--- src/rtl/seg7_decoder_rx.sv ---
// seg7_decoder_rx: qualifies a sampled 7-segment pattern (plus overflow flag) after
// STABLE_N identical strobed samples and decodes it to a digit. The result is held
// in a one-entry valid/ready output register.
module seg7_decoder_rx #(
  parameter int unsigned STABLE_N = 3,
  parameter int unsigned CNT_W    = 4
) (
  input  logic       clk,
  input  logic       rst,
  input  logic       sample_en,
  input  logic [6:0] seg_in,
  input  logic       over_in,
  input  logic       out_ready,
  output logic       out_valid,
  output logic [3:0] out_digit,
  output logic       out_blank,
  output logic       out_err,
  output logic       out_over,
  output logic       overrun
);

  localparam int unsigned KEY_W = 8;
  localparam logic [CNT_W-1:0] CNT_MAX = CNT_W'(STABLE_N);

  typedef enum logic {S_EMPTY, S_HOLD} state_t;

  state_t           state;
  logic [KEY_W-1:0] cand;
  logic [KEY_W-1:0] last_rep;
  logic [CNT_W-1:0] cnt;
  logic             first_rep;

  logic [KEY_W-1:0] key_c;
  logic [CNT_W-1:0] cnt_nxt_c;
  logic             qualify_c;
  logic             load_c;
  logic [3:0]       dec_digit_c;
  logic             dec_blank_c;
  logic             dec_err_c;

  // Match counter update and qualify pulse for the current strobe
  always_comb begin
    key_c     = {over_in, seg_in};
    cnt_nxt_c = CNT_W'(1);
    if (key_c == cand) begin
      cnt_nxt_c = (cnt < CNT_MAX) ? cnt + CNT_W'(1) : cnt;
    end
    qualify_c = sample_en && (cnt_nxt_c == CNT_MAX) &&
                ((key_c != last_rep) || first_rep);
    load_c    = qualify_c && ((state == S_EMPTY) || out_ready);
  end

  // Segment pattern to digit decode
  always_comb begin
    dec_digit_c = 4'hF;
    dec_blank_c = 1'b0;
    dec_err_c   = 1'b0;
    case (seg_in)
      7'h3F: dec_digit_c = 4'd0;
      7'h06: dec_digit_c = 4'd1;
      7'h5B: dec_digit_c = 4'd2;
      7'h4F: dec_digit_c = 4'd3;
      7'h66: dec_digit_c = 4'd4;
      7'h6D: dec_digit_c = 4'd5;
      7'h7D: dec_digit_c = 4'd6;
      7'h07: dec_digit_c = 4'd7;
      7'h7F: dec_digit_c = 4'd8;
      7'h67: dec_digit_c = 4'd9;
      7'h00: begin
        dec_digit_c = 4'd0;
        dec_blank_c = 1'b1;
      end
      default: dec_err_c = 1'b1;
    endcase
  end

  // Candidate tracking, report dedup, and output hold FSM
  always_ff @(posedge clk) begin
    if (rst) begin
      state     <= S_EMPTY;
      cand      <= '0;
      cnt       <= '0;
      last_rep  <= '0;
      first_rep <= 1'b1;
      out_valid <= 1'b0;
      out_digit <= 4'h0;
      out_blank <= 1'b0;
      out_err   <= 1'b0;
      out_over  <= 1'b0;
      overrun   <= 1'b0;
    end else begin
      if (sample_en) begin
        cand <= key_c;
        cnt  <= cnt_nxt_c;
      end
      if (qualify_c) begin
        last_rep  <= key_c;
        first_rep <= 1'b0;
      end
      if (load_c) begin
        out_digit <= dec_digit_c;
        out_blank <= dec_blank_c;
        out_err   <= dec_err_c;
        out_over  <= over_in;
      end
      case (state)
        S_EMPTY: begin
          if (load_c) begin
            state     <= S_HOLD;
            out_valid <= 1'b1;
          end
        end
        S_HOLD: begin
          if (out_ready && !qualify_c) begin
            state     <= S_EMPTY;
            out_valid <= 1'b0;
          end else if (!out_ready && qualify_c) begin
            overrun <= 1'b1;
          end
        end
        default: begin
          state     <= S_EMPTY;
          out_valid <= 1'b0;
        end
      endcase
    end
  end

endmodule

--- config.mk ---
export PLATFORM = sky130hd
export DESIGN_NAME = seg7_decoder_rx
export DESIGN_NICKNAME = d
export VERILOG_FILES = /design/src/rtl/seg7_decoder_rx.sv
export SDC_FILE = /design/constraint.sdc
export NUM_CORES = 1
export LEC_CHECK = 0
export CAP_MARGIN = 0
export CORE_AREA = 4 4 66 68
export CTS_BUF_LIST = sky130_fd_sc_hd__clkbuf_8
export DETAILED_ROUTE_END_ITERATION = 8
export DIE_AREA = 0 0 70 72
export PLACE_DENSITY = 0.66
export RECOVER_POWER = 25
export SETUP_SLACK_MARGIN = 0.4
export SLEW_MARGIN = 5
export SYNTH_ARGS = -nofsm -noshare
export SYNTH_HDL_FRONTEND = slang
export SYNTH_SLANG_ARGS = --single-unit
--- constraint.sdc ---
create_clock -name clk -period 2.45 [get_ports clk]
set_input_delay 0.6125 -clock clk [delete_from_list [all_inputs] [get_ports clk]]
set_output_delay 0.6125 -clock clk [all_outputs]
set_load 0.1 [all_outputs]
Word level (Yosys, flattened, before mapping)
Index checks and enable logic that the tools add are counted.
Word-level totals
  logic and storage cells: 55
  output and inout bits: 9
  bits of input ports: 12
  bits in registers: 31
Cells by class
  eq/ne operators: 15
  bitwise logic cells: 2
  reduce and logical (&&, ||, !) cells: 14
  order comparisons: 1
  muxes and demuxes: 11
  add/subtract/negate cells: 1
Operators with widths (number)
  equality test 7 bit, second input constant: 7
  case mux 4 bit (10 select lines): 1
  equality test 7 x 3 -> 1 bit, second input constant: 2
  OR reduction 11 bit: 1
  equality test 8 bit: 1
  two-way mux 4 bit: 2
  inequality test 8 bit: 1
  equality test 7 x 6 -> 1 bit, second input constant: 1
  zero test 7 bit: 1
  two-way mux 1 bit: 6
  logical AND 1 bit: 5
  adder 4 x 1 -> 4 bit, second input constant: 1
  equality test 4 x 2 -> 1 bit, second input constant: 1
  less-than comparator 4 x 2 -> 1 bit, second input constant: 1
  case mux 1 bit (2 select lines): 2
  AND reduction 3 bit: 1
  zero test 1 bit: 2
  logical OR 1 bit: 2
  inequality test 2 x 1 -> 1 bit, second input constant: 1
  inequality test 2 bit, second input constant: 1
  NOT 1 bit: 2
  AND reduction 2 bit: 1
  OR reduction 2 bit: 1

Logic depth before layout (Yosys ltp)
Gate-level depths: netlist of run 1.
  depth in word-level cells: 10
  mapped depth: 7
  depth with buffers taken out: 6

Least setup slack after synthesis of run 1
OpenSTA, ideal clock, no wires.
  kind: input to register
  from: input port seg_in[6]
  to: register out_blank
  slack: 257 ps
  cell stages on the path: 7
  data required time: 2318 ps
  arrival: 2061 ps
  setup time: 132 ps
  path buffers: 2
  path through: buf_6 -> xnor2_4 -> nand4_4 -> or4_4 -> buf_6 -> o31ai_1 -> a21oi_1
Between the ends
  longest elaborated chain between the ends: 6
  elaborated cells between the ends (all ways): 10
  those cells by class: eq/ne (3); mux (2); reduce/logical (5)
RTL lines
  start, declared: RTL line 11  | input logic [6:0] seg_in,
  equality test 8 bit: RTL line 45  | if (key_c == cand) begin
  two-way mux 4 bit: RTL line 45
  equality test 4 x 2 -> 1 bit: RTL line 48  | qualify_c = sample_en && (cnt_nxt_c == CNT_MAX) &&
  logical AND 1 bit (2 in a row): RTL line 48
  logical AND 1 bit: RTL line 50  | load_c = qualify_c && ((state == S_EMPTY) || out_ready);
  end signal, assigned: RTL line 102  | out_blank <= dec_blank_c;
  end, declared: RTL line 16  | output logic out_blank,
Several ways; a longest one is shown, not always the timed one.
A chain may end at the register's enable or synchronous reset.

Worst setup path after layout of run 1
  from: input port sample_en
  to: register last_rep[7]
Between the ends
  longest elaborated chain between the ends: 2
RTL lines
  start, declared: RTL line 10  | input logic sample_en,
  logical AND 1 bit (2 in a row): RTL line 48
  end signal, assigned: RTL line 97  | last_rep <= key_c;
  end, declared: RTL line 29  | logic [KEY_W-1:0] last_rep;
No other way between the ends.

==> impl_summary.txt, run 1 <==
----------------------------------------------------
[Run status]
  Result of the run ... finished clean

[Power and ir drop]
  Worst VDD drop ... ~0.00035 V
  Tot Pwr ... 1100 uW
  Total leakage power ... between 0.0009 and 0.001 uW
  Ratio of total power to cell area ... roughly 460 nW/um^2

[Cells and area]
  Area added between synthesis and finish ... 43.4%
  Proportion of layout cells with a drive suffix above 1 ... ~36%
  Total Nets Final ... 258
  Diode insertion count for antenna repair ... 0
  Util after Layout ... about three fifths

[Drt]
  Count of nets left with antenna violations after detail routing ... 0
  Total Routed Length ... between 4000 and 5000 um
  Post-DR vias/cell ... between 5 and 6
  Via count ... around 1600
  Starting DRT DRC Count ... between 80 and 90
  Number of iterations in the first detailed-routing pass ... 4
  Wire length per cell after detailed routing ... ~14 um
  Drc violations ... 0

[Floorplan]
  Row count ... 23
  DIE WIDTH ... 70 um
  Overall die area ... 5040 um^2
  Top-level I/O count ... 21
  Effective utilization at floorplan ... between 40% and 50%
  Die H ... about 72 um
  Core box area ... 3860 um^2

[Synthesis]
  Number of synthesized register bits ... 31
  Post-synth EDFFs ... 0
  Mean Syn Cell Area ... around 8.6 um^2
  Netlist area before placement ... ~1700 um^2
  Yosys warning count ... 0
  Cell count after synthesis ... roughly 190
  Proportion of synthesized chip area in sequential cells ... between 30% and 40%
  Main flop type after synthesis ... sky130_fd_sc_hd__dfxtp_1
  Unique masters post-synth ... 43
  Total nets after synthesis ... approximately 210
  Async set or reset register ratio after synthesis ... 0%

[Critical path]
  CP Capture Type ... register
  Flop-to-flop setup slack ... ~0.46 ns
  Nature of the critical path startpoint ... input port
  Reg-to-reg startpoint ... cnt[0]$_SDFFE_PP0P_
  Cell family with most CP delay ... buffers and inverters
  Depth of the critical timing path with buffers and inverters included ... 6
  Count of buffering cells on the critical path with inverters included ... 2
  Cell-by-cell trace of the critical path ... dlygate4sd3_1 > nand2_2 > or4_4 > buf_6 > o21ai_1 > a21oi_1
  Maximum single-stage delay on the critical path ... 0.61 ns
  CP Data Required Time ... between 2 and 3 ns
  Max stage delay cell, worst path ... sky130_fd_sc_hd__or4_4
  Worst-case reg-to-reg path depth ... 7
  Crit path arrival time ... about 2.3 ns
  Destination of the worst register-to-register timing path ... last_rep[7]$_SDFFE_PP0P_
  Maximum fanout encountered on the critical timing path ... 6
  Critical path class ... input port to register

[Clock tree]
  Root Buffer Master ... sky130_fd_sc_hd__clkbuf_8
  TritonCTS clock tree ... yes
  Max H-tree Level ... 2
  TritonCTS Buffers ... 5
  Clock transition at path regs ... about 0.070 ns
  Number of sinks handled by clock tree synthesis ... 31
  Number of buffers between clock root and the deepest sink ... 2
  Clock latency reported for the late side of the worst-skew pair ... roughly 0.28 ns

[Hold path]
  Cells on Worst Hold Path ... 1
  Hold/Removal Path Class ... register to register
  Hold Path End ... first_rep$_SDFFE_PP1P_
  Worst min-delay path startpoint ... first_rep$_SDFFE_PP1P_

[Global routing]
  Number of global-route vias before repair ... around 1500
  Overflow after GRT ... 0
  First-pass GRT wire length ... 6750 um
  Overall fraction of global-route tracks in use ... between 10% and 20%
  Maximum number of pins on one net before global-route repair ... 31
  Number of antenna violations at the first check in global routing ... 0

[STA]
  Setup repair after global routing missed its margin ... true
  Post-route fraction of the period consumed by the critical path ... a little under nine tenths
  Max Freq ... around 480 MHz
  Final critical delay including setup and external delays ... between 2 and 2.5 ns
  Worst-margin pin slew ... 1.17 ns
  Worst slew slack as a fraction of its limit ... about 23%
  Count of final max-slew check failures ... 0
  Setup_tns ... 0 ns
  Hold Vio Cnt, Final ... 0
  Worst Clk Skew ... between 0.005 and 0.006 ns
  Setup Viol. Count Final ... 0

[Flow run]
  Number of max-cap violations ... 0

[Place]
  IO Port Bufs ... 20
  Global placer's final weighted congestion ... 0.839
  Half-perimeter wire length of the detailed placement result ... 2880 um

----------------------------------------------------
-- kinds of logic (layout without fill, tap and decap cells) --
group,count (synthesis),in the layout,share of synthesized area [%]
XOR/XNOR,19,19,11.1
flip-flops,31,31,37.2
AO/OA/AOI/OAI,49,49,17.2
multiplexers,9,9,5.48
buffers and inverters,18,69,5.33
adder cells (fa/ha/maj),1,1,0.751
AND/OR/NAND/NOR,67,67,22.9
-- cell type report --
cell class / instances / area, um^2
multi-input cells: 145 / 1110
repair buffers: 59 / 492
clock buffers: 6 / 82.6
inverters: 3 / 11.3
well taps: 50 / 62.6
clock inverters: 1 / 5.00
flip-flops and latches: 31 / 622
fillers: 340 / 1470
-- report_power, final --
| part | internal (uW) | total [uW] | switching [uW] |
|---|---|---|---|
| registers | 514 | 522 | 8.61 |
| clock network | 220 | 404 | 184 |
| logic | 89.2 | 174 | 84.9 |
-- timing repair --
item	in CTS	in global routing
pin swaps	11	4
hold buffers	0	0
endpoints found under the setup margin	21	16
buffers inserted	1	3
resized for setup	40	15
-- worst register-to-register path, stage by stage (launching register included) --
cell and delay [ns]:
sky130_fd_sc_hd__dfxtp_2 0.34, sky130_fd_sc_hd__ha_1 0.29, sky130_fd_sc_hd__nor3b_2 0.18, sky130_fd_sc_hd__a31oi_2 0.07
sky130_fd_sc_hd__or4_4 0.60, sky130_fd_sc_hd__buf_6 0.17, sky130_fd_sc_hd__o21ai_1 0.13, sky130_fd_sc_hd__a21oi_1 0.08
-- synthesized netlist by cell type (2+ instances only) --
master,number,area share (%)
sky130_fd_sc_hd__nor3_1,4,1.2
sky130_fd_sc_hd__o21ai_0,9,2.7
sky130_fd_sc_hd__a211oi_1,6,2.7
sky130_fd_sc_hd__o31ai_1,4,1.8
sky130_fd_sc_hd__nor2_1,16,3.6
sky130_fd_sc_hd__buf_6,2,1.4
sky130_fd_sc_hd__dfxtp_1,31,37
sky130_fd_sc_hd__nor3b_1,2,0.90
sky130_fd_sc_hd__and2_1,2,0.75
sky130_fd_sc_hd__nand4_1,4,1.5
sky130_fd_sc_hd__mux2i_1,8,4.8
sky130_fd_sc_hd__nand2_1,7,1.6
sky130_fd_sc_hd__nand3_1,15,4.5
sky130_fd_sc_hd__a21oi_1,22,6.6
sky130_fd_sc_hd__buf_2,5,1.5
sky130_fd_sc_hd__nand2b_1,2,0.75
sky130_fd_sc_hd__o22ai_1,2,0.75
sky130_fd_sc_hd__nor4_1,2,0.75
sky130_fd_sc_hd__xnor2_1,9,4.7
sky130_fd_sc_hd__a31oi_1,3,1.1
sky130_fd_sc_hd__inv_1,3,0.68
sky130_fd_sc_hd__clkbuf_1,7,1.6
sky130_fd_sc_hd__xor2_1,9,4.7
-- cell usage in the layout (no fill, tap or decap), types with 2 or more instances in the layout --
cell / instances
sky130_fd_sc_hd__nand2b_1: 2
sky130_fd_sc_hd__inv_1: 3
sky130_fd_sc_hd__nand3_1: 14
sky130_fd_sc_hd__a211oi_1: 3
sky130_fd_sc_hd__a21oi_1: 19
sky130_fd_sc_hd__a211oi_2: 3
sky130_fd_sc_hd__buf_4: 39
sky130_fd_sc_hd__nand4_1: 4
sky130_fd_sc_hd__a31oi_1: 2
sky130_fd_sc_hd__xnor2_1: 6
sky130_fd_sc_hd__clkbuf_1: 2
sky130_fd_sc_hd__buf_6: 6
sky130_fd_sc_hd__and2_1: 2
sky130_fd_sc_hd__nor3_1: 2
sky130_fd_sc_hd__o31ai_1: 4
sky130_fd_sc_hd__or4_4: 2
sky130_fd_sc_hd__dlygate4sd2_1: 6
sky130_fd_sc_hd__dfxtp_1: 30
sky130_fd_sc_hd__o21ai_2: 2
sky130_fd_sc_hd__clkdlybuf4s50_1: 2
sky130_fd_sc_hd__nor3b_2: 2
sky130_fd_sc_hd__xor2_1: 9
sky130_fd_sc_hd__o22ai_1: 2
sky130_fd_sc_hd__xnor2_2: 3
sky130_fd_sc_hd__clkbuf_8: 6
sky130_fd_sc_hd__nor3_4: 2
sky130_fd_sc_hd__o21ai_1: 6
sky130_fd_sc_hd__a21oi_4: 2
sky130_fd_sc_hd__nand2_1: 6
sky130_fd_sc_hd__mux2i_1: 8
sky130_fd_sc_hd__nor4_2: 3
sky130_fd_sc_hd__nor2_1: 15
-- metrics by stage --
stage               hold WS [ns]  area [um^2]  instances  setup slack (ns)
CTS                        0.462         2330        292             0.403
finish                     0.454         2390        295             0.353
global placement           0.438         2120        284            -0.145
detailed placement         0.446         2120        284            -0.148
floorplan                  0.427         1680        194             0.387
global route               0.485         2390        295             0.304
-- worst max-delay path by stage --
stage,from,end,slack [ns]
finish,sample_en,last_rep[7]$_SDFFE_PP0P_,0.35
CTS,seg_in[5],last_rep[2]$_SDFFE_PP0P_,0.40
detailed placement,seg_in[6],last_rep[7]$_SDFFE_PP0P_,-0.15
global placement,seg_in[0],out_digit[1]$_SDFFE_PP0P_,-0.14
floorplan,seg_in[4],out_blank$_SDFFE_PP0P_,0.39
global route,sample_en,out_over$_SDFFE_PP0P_,0.30
-- metal layers --
layer	wire, um	vias to the layer above	global-route usage [%]
li1	-	805	-
met1	1830	751	20.5
met2	1970	25	27.9
met3	151	8	4.71
met4	92	0	8.09
met5	0	-	0
-- registers in the layout (all words and copies together), names as in the netlist --
signal / count
out_over: 1
cand: 8
state: 1
out_err: 1
overrun: 1
cnt: 4
out_valid: 1
last_rep: 8
first_rep: 1
out_digit: 4
out_blank: 1
Power figures use the tool's default switching activity.
==> inputs of run 2 (changes only) <==
- CAP_MARGIN: 0 -> 30
- CORE_AREA: 4 4 66 68 -> 4 4 63 71
- CTS_CLUSTER_SIZE: default -> 40
- DIE_AREA: 0 0 70 72 -> 0 0 67 75
==> run 2 against run 1 <==
Effect of this change:
- fmax barely moved
- sequential power about the same
- non-clock buffer count shrank 5
- critical endpoint is now overrun
==> impl_summary.txt, run 2 (synthesized netlist as in run 1, its figures left out) <==
----------------------------------------------------
[Critical path]
  Worst-case reg-to-reg path depth ... 6
  Cell family with most CP delay ... buffers and inverters
  Worst setup path endpoint ... overrun
  Launch point of the worst path ... overrun$_SDFFE_PP0P_
  Destination of the worst register-to-register timing path ... out_digit[2]$_SDFFE_PP0P_
  Cell-by-cell trace of the critical path ... clkbuf_1
  Flop-to-flop setup slack ... approximately 0.45 ns
  Max stage delay cell, worst path ... sky130_fd_sc_hd__clkbuf_1
  Maximum single-stage delay on the critical path ... about 0.87 ns
  CP Data Required Time ... between 1.5 and 2 ns
  Count of buffering cells on the critical path with inverters included ... 1
  Crit path arrival time ... ~1.5 ns
  Depth of the critical timing path with buffers and inverters included ... 1
  CP Capture Type ... output pin
  Nature of the critical path startpoint ... register
  Reg-to-reg startpoint ... cnt[1]$_SDFFE_PP0P_
  Maximum fanout encountered on the critical timing path ... 2
  Critical path class ... register to output pin

[Clock tree]
  Hold buffer count at CTS ... 0
  Root Buffer Master ... sky130_fd_sc_hd__clkbuf_8
  TritonCTS Buffers ... 5
  Max H-tree Level ... 2
  Number of sinks handled by clock tree synthesis ... 31
  Clock transition at path regs ... ~0.060 ns
  Number of buffers between clock root and the deepest sink ... 2
  TritonCTS clock tree ... yes
  Clock latency reported for the late side of the worst-skew pair ... ~0.28 ns

[Global routing]
  Number of global-route vias before repair ... between 1500 and 2000
  Overflow after GRT ... 0
  Number of antenna violations at the first check in global routing ... 0
  First-pass GRT wire length ... between 7000 and 8000 um
  Overall fraction of global-route tracks in use ... approximately a fifth
  Maximum number of pins on one net before global-route repair ... 21

[Floorplan]
  Overall die area ... approximately 5000 um^2
  Row count ... 24
  DIE WIDTH ... roughly 67 um
  Core box area ... about 3800 um^2
  Top-level I/O count ... 21
  Effective utilization at floorplan ... between 40% and 50%
  Die H ... between 70 and 80 um

[Cells and area]
  Area added between synthesis and finish ... 44.1%
  Proportion of layout cells with a drive suffix above 1 ... 38.8%
  Total Nets Final ... 253
  Number of standard cells in the layout, taps in and fillers out ... around 300
  Diode insertion count for antenna repair ... 0
  Layout filler cell count ... 322
  Most common cell after layout, fill and taps aside ... sky130_fd_sc_hd__buf_4
  Commonest cells after routing, fill and taps aside ... sky130_fd_sc_hd__buf_4, sky130_fd_sc_hd__dfxtp_1, sky130_fd_sc_hd__a21oi_1
  Registers with the highest flip-flop counts ... cand: 8 flops, last_rep: 8 flops

[Hold path]
  Hold/Removal Path Class ... register to register

[Drt]
  Count of nets left with antenna violations after detail routing ... 0
  Drc violations ... 0
  Wire length per cell after detailed routing ... roughly 15 um
  Starting DRT DRC Count ... 57
  Total Routed Length ... approximately 4300 um
  Number of iterations in the first detailed-routing pass ... 5
  Post-DR vias/cell ... approximately 5.5
  Via count ... between 1500 and 2000

[Place]
  IO Port Bufs ... 20
  Global placer's final weighted congestion ... around 0.81
  Cells after DPL ... roughly 280
  Half-perimeter wire length of the detailed placement result ... 2980 um

[STA]
  Post-route fraction of the period consumed by the critical path ... between 80% and 90%
  Final Hold Slack ... between 0.4 and 0.5 ns
  Count of final max-slew check failures ... 0
  Setup repair after global routing missed its margin ... false
  Setup Viol. Count Final ... 0
  Worst Clk Skew ... between 0.004 and 0.005 ns
  Worst-margin pin slew ... about 1.2 ns
  Worst slew slack as a fraction of its limit ... between 20% and 30%
  Final critical delay including setup and external delays ... roughly 2.1 ns
  Max Freq ... around 480 MHz
  Hold Vio Cnt, Final ... 0

[Power and ir drop]
  Ratio of total power to cell area ... ~460 nW/um^2
  Total leakage power ... 0.000922 uW
  Worst VDD drop ... around 0.00025 V

[Flow run]
  Number of max-cap violations ... 0

[Run status]
  Result of the run ... finished clean

----------------------------------------------------
## run 2: cell types whose count changed in the layout (fill, tap and decap cells not counted), moves of 3 or more
cell	delta
sky130_fd_sc_hd__xnor2_1	-3
sky130_fd_sc_hd__buf_4	-5
sky130_fd_sc_hd__a211oi_1	-3
sky130_fd_sc_hd__a211oi_2	+3
sky130_fd_sc_hd__dlygate4sd2_1	-6
sky130_fd_sc_hd__xnor2_2	+3
sky130_fd_sc_hd__clkbuf_2	+5
## run 2: area by class of cell
type                    count  area (um^2)  area share [%]
multi-input cells         145         1160            48.4
inverters                   3         11.3           0.469
repair buffers             54          447            18.6
well taps                  52         65.1            2.71
clock buffers               6         82.6            3.44
clock inverters             1         5.00           0.208
flip-flops and latches     31          628            26.2
## run 2: worst min-delay path by stage
stage	from	slack, ns	cells past startpoint	endpoint
final	first_rep$_SDFFE_PP1P_	0.45	1	first_rep$_SDFFE_PP1P_
after global routing	first_rep$_SDFFE_PP1P_	0.49	1	first_rep$_SDFFE_PP1P_
after CTS	first_rep$_SDFFE_PP1P_	0.46	1	first_rep$_SDFFE_PP1P_
after detailed placement	first_rep$_SDFFE_PP1P_	0.44	1	first_rep$_SDFFE_PP1P_
after global placement	first_rep$_SDFFE_PP1P_	0.44	1	first_rep$_SDFFE_PP1P_
after floorplan	first_rep$_SDFFE_PP1P_	0.43	1	first_rep$_SDFFE_PP1P_
## run 2: timing repair
| item | in CTS | in global routing |
|---|---|---|
| buffers inserted | 2 | 6 |
| resized for setup | 41 | 31 |
| endpoints found under the setup margin | 18 | 15 |
| hold endpoints to repair | 0 | 0 |
| pin swaps | 12 | 15 |
## run 2: per-stage QoR
stage	setup WS, ns	power, uW	setup TNS, ns	utilization [%]	cell area, um^2
6_report	0.353	1100	0	63.0	2400
5_1_grt	0.306	1150	0	63.0	2400
4_1_cts	0.369	1100	0	60.6	2310
3_5_place_dp	-0.191	680	-1.68	54.1	2060
3_3_place_gp	-0.130	676	-1.09	54.1	2060
2_1_floorplan	0.387	623	0	-	1680
## run 2: layer usage
layer / track usage (%) / part of all wire (%) / vias to the layer above / wire length, um
met5: 0 / 0 / - / 0
met4: 7.66 / 1.6 / 0 / 68
met3: 5.22 / 5.2 / 7 / 225
met2: 33.7 / 52 / 46 / 2240
met1: 21.3 / 41 / 773 / 1770
li1: - / - / 792 / -
## run 2: report_power, final
part,internal [uW],switching (uW)
registers,512,9.07
clock network,220,179
logic,88.6,90.5
total,820,278
==> inputs of run 3 (changes only) <==
- CORE_AREA: 4 4 63 71 -> 2 2 61 69
- DIE_AREA: 0 0 67 75 -> 0 0 63 71
- GPL_TIMING_DRIVEN: default -> 1
==> run 3 against run 2 <==
Effect of this change:
- global-route usage increased by 2.4 points
- design area fell by 2.3%
- via count increased by 0.93%
- total power about the same
- fmax down 0.76%
- largest power group unchanged
- clock-buffer cell count unchanged
- final cell count decreased by 0.68%
- first-iteration DRC count up 58%
- combinational power hardly changed
- critical path type is now register to register
- sequential power barely moved
==> impl_summary.txt, run 3 (synthesized netlist as in run 1, its figures left out) <==
----------------------------------------------------
[STA]
  Setup repair after global routing missed its margin ... true
  Post-route fraction of the period consumed by the critical path ... between 80% and 90%
  Final critical delay including setup and external delays ... approximately 2.1 ns
  Worst Clk Skew ... just over 0.008 ns
  Worst slew slack as a fraction of its limit ... 22.6%
  Worst-margin pin slew ... 1.17 ns
  Count of final max-slew check failures ... 0
  Setup slack after layout ... about 0.34 ns
  Max Freq ... around 470 MHz
  Setup Viol. Count Final ... 0
  Hold Vio Cnt, Final ... 0

[Critical path]
  Max stage delay cell, worst path ... sky130_fd_sc_hd__or4_4
  Maximum single-stage delay on the critical path ... 0.61 ns
  Maximum fanout encountered on the critical timing path ... 7
  CP Capture Type ... register
  Nature of the critical path startpoint ... register
  Cell-by-cell trace of the critical path ... ha_4 > nor3b_4 > a31oi_4 > or4_4 > nor3_4 > a211oi_2
  Crit path arrival time ... ~2.3 ns
  CP Data Required Time ... roughly 2.6 ns
  Flop-to-flop setup slack ... approximately 0.34 ns
  Critical path class ... register to register

[Drt]
  Post-DR vias/cell ... between 5 and 6
  Total Routed Length ... between 4000 and 5000 um
  Drc violations ... 0
  Starting DRT DRC Count ... 90
  Number of iterations in the first detailed-routing pass ... 5
  Wire length per cell after detailed routing ... between 15 and 20 um
  Count of nets left with antenna violations after detail routing ... 0
  Via count ... between 1500 and 2000

[Clock tree]
  TritonCTS clock tree ... yes
  Clock transition at path regs ... about 0.070 ns
  Number of sinks handled by clock tree synthesis ... 31
  Hold buffer count at CTS ... 0
  TritonCTS Buffers ... 5
  Number of buffers between clock root and the deepest sink ... 2
  Max H-tree Level ... 2
  Root Buffer Master ... sky130_fd_sc_hd__clkbuf_8
  Clock latency reported for the late side of the worst-skew pair ... 0.28 ns

[Global routing]
  Number of global-route vias before repair ... about 1700
  GRT met1 Usage ... 23.6%
  GRT met2 Usage ... between 30 and 40%
  Overall fraction of global-route tracks in use ... roughly a fifth
  Maximum number of pins on one net before global-route repair ... 14
  Busiest grt layer ... met2
  Number of antenna violations at the first check in global routing ... 0
  First-pass GRT wire length ... around 7500 um
  Overflow after GRT ... 0
  Met3 routing resource usage after global routing ... around 4.6%

[Power and ir drop]
  Total leakage power ... 0.000898 uW
  Worst VDD drop ... ~0.00026 V
  Ratio of total power to cell area ... about 470 nW/um^2

[Floorplan]
  Die H ... around 70 um
  Core box area ... 3810 um^2
  Overall die area ... 4470 um^2
  Top-level I/O count ... 21
  Row count ... 24
  Effective utilization at floorplan ... between 40% and 50%
  DIE WIDTH ... around 63 um

[Hold path]
  Hold/Removal Path Class ... register to register

[Cells and area]
  Proportion of layout cells with a drive suffix above 1 ... roughly 34%
  Area added between synthesis and finish ... 40.8%
  Diode insertion count for antenna repair ... 0
  Registers with the highest flip-flop counts ... cand: 8 flops, last_rep: 8 flops
  Most common cell after layout, fill and taps aside ... sky130_fd_sc_hd__buf_4
  Number of standard cells in the layout, taps in and fillers out ... just under 300
  Total Nets Final ... roughly 250
  Commonest cells after routing, fill and taps aside ... sky130_fd_sc_hd__buf_4, sky130_fd_sc_hd__dfxtp_1, sky130_fd_sc_hd__a21oi_1

[Place]
  Half-perimeter wire length of the detailed placement result ... ~3200 um
  Cells after DPL ... approximately 280
  Global placer's final weighted congestion ... ~0.79
  IO Port Bufs ... 20
  Placement-stage worst setup slack ... -0.178 ns

[Flow run]
  Number of max-cap violations ... 0

[Run status]
  Result of the run ... finished clean

----------------------------------------------------
==> run 3: changes by cell type in the layout (fill, tap and decap cells not counted), moves of 2 or more <==
cell,delta
sky130_fd_sc_hd__clkdlybuf4s15_1,-2
sky130_fd_sc_hd__clkbuf_2,-2
sky130_fd_sc_hd__xnor2_2,-2
sky130_fd_sc_hd__o21ai_0,+2
sky130_fd_sc_hd__buf_4,-3
sky130_fd_sc_hd__xnor2_1,+2
sky130_fd_sc_hd__dlygate4sd2_1,+4
==> run 3: final timing paths <==
check                          from                         to  cells after the start
max             cnt[0]$_SDFFE_PP0P_  out_digit[0]$_SDFFE_PP0P_                      6
min          first_rep$_SDFFE_PP1P_     first_rep$_SDFFE_PP1P_                      1
max reg2reg     cnt[0]$_SDFFE_PP0P_  out_digit[0]$_SDFFE_PP0P_                      6
min reg2reg  first_rep$_SDFFE_PP1P_     first_rep$_SDFFE_PP1P_                      1
==> run 3: critical path: cells and delay by family (launching register included) <==
kind                     cells  cell delay (ns)
flip-flops                   1             0.37
AND/OR/NAND/NOR              3             1.15
AO/OA/AOI/OAI                2             0.20
adder cells (fa/ha/maj)      1             0.26
==> run 3: layer usage <==
layer / part of all wire [%] / wire, um / up-vias
li1: - / - / 788
met1: 38 / 1800 / 784
met2: 55 / 2580 / 45
met3: 3.6 / 168 / 16
met4: 3.1 / 144 / 0
met5: 0 / 0 / -
==> run 3: final cells by class <==
cell class	instances	area, um^2
Sequential cell	31	626
Clock inverter	1	5.00
Tap cell	52	65.1
Clock buffer	6	82.6
Inverter	3	11.3
Fill cell	339	1470
Multi-Input combinational cell	146	1140
Timing Repair Buffer	51	420
==> run 3: power by group <==
part | leakage, uW | switching (uW) | internal [uW]
Clock | 0.0000470 | 177 | 220
Sequential | 0.000253 | 9.93 | 513
Combinational | 0.000599 | 91.7 | 86.9
==> run 3: timing repair <==
item,CTS,global route
setup endpoints to repair,20,20
setup buffers,2,5
gates cloned,1,0
resized for setup,29,28
pin swaps,10,18
hold endpoints to repair,0,0
==> run 3: per-stage QoR <==
step	hold WS (ns)	instance area (um^2)	util, %	TNS [ns]	total power, uW
floorplan	0.427	1680	-	0	623
global placement	0.440	2040	53.4	-1.41	673
detailed placement	0.449	2040	53.4	-2.16	679
CTS	0.464	2250	59.0	0	1090
global route	0.486	2350	61.5	0	1150
finish	0.464	2350	61.5	0	1100
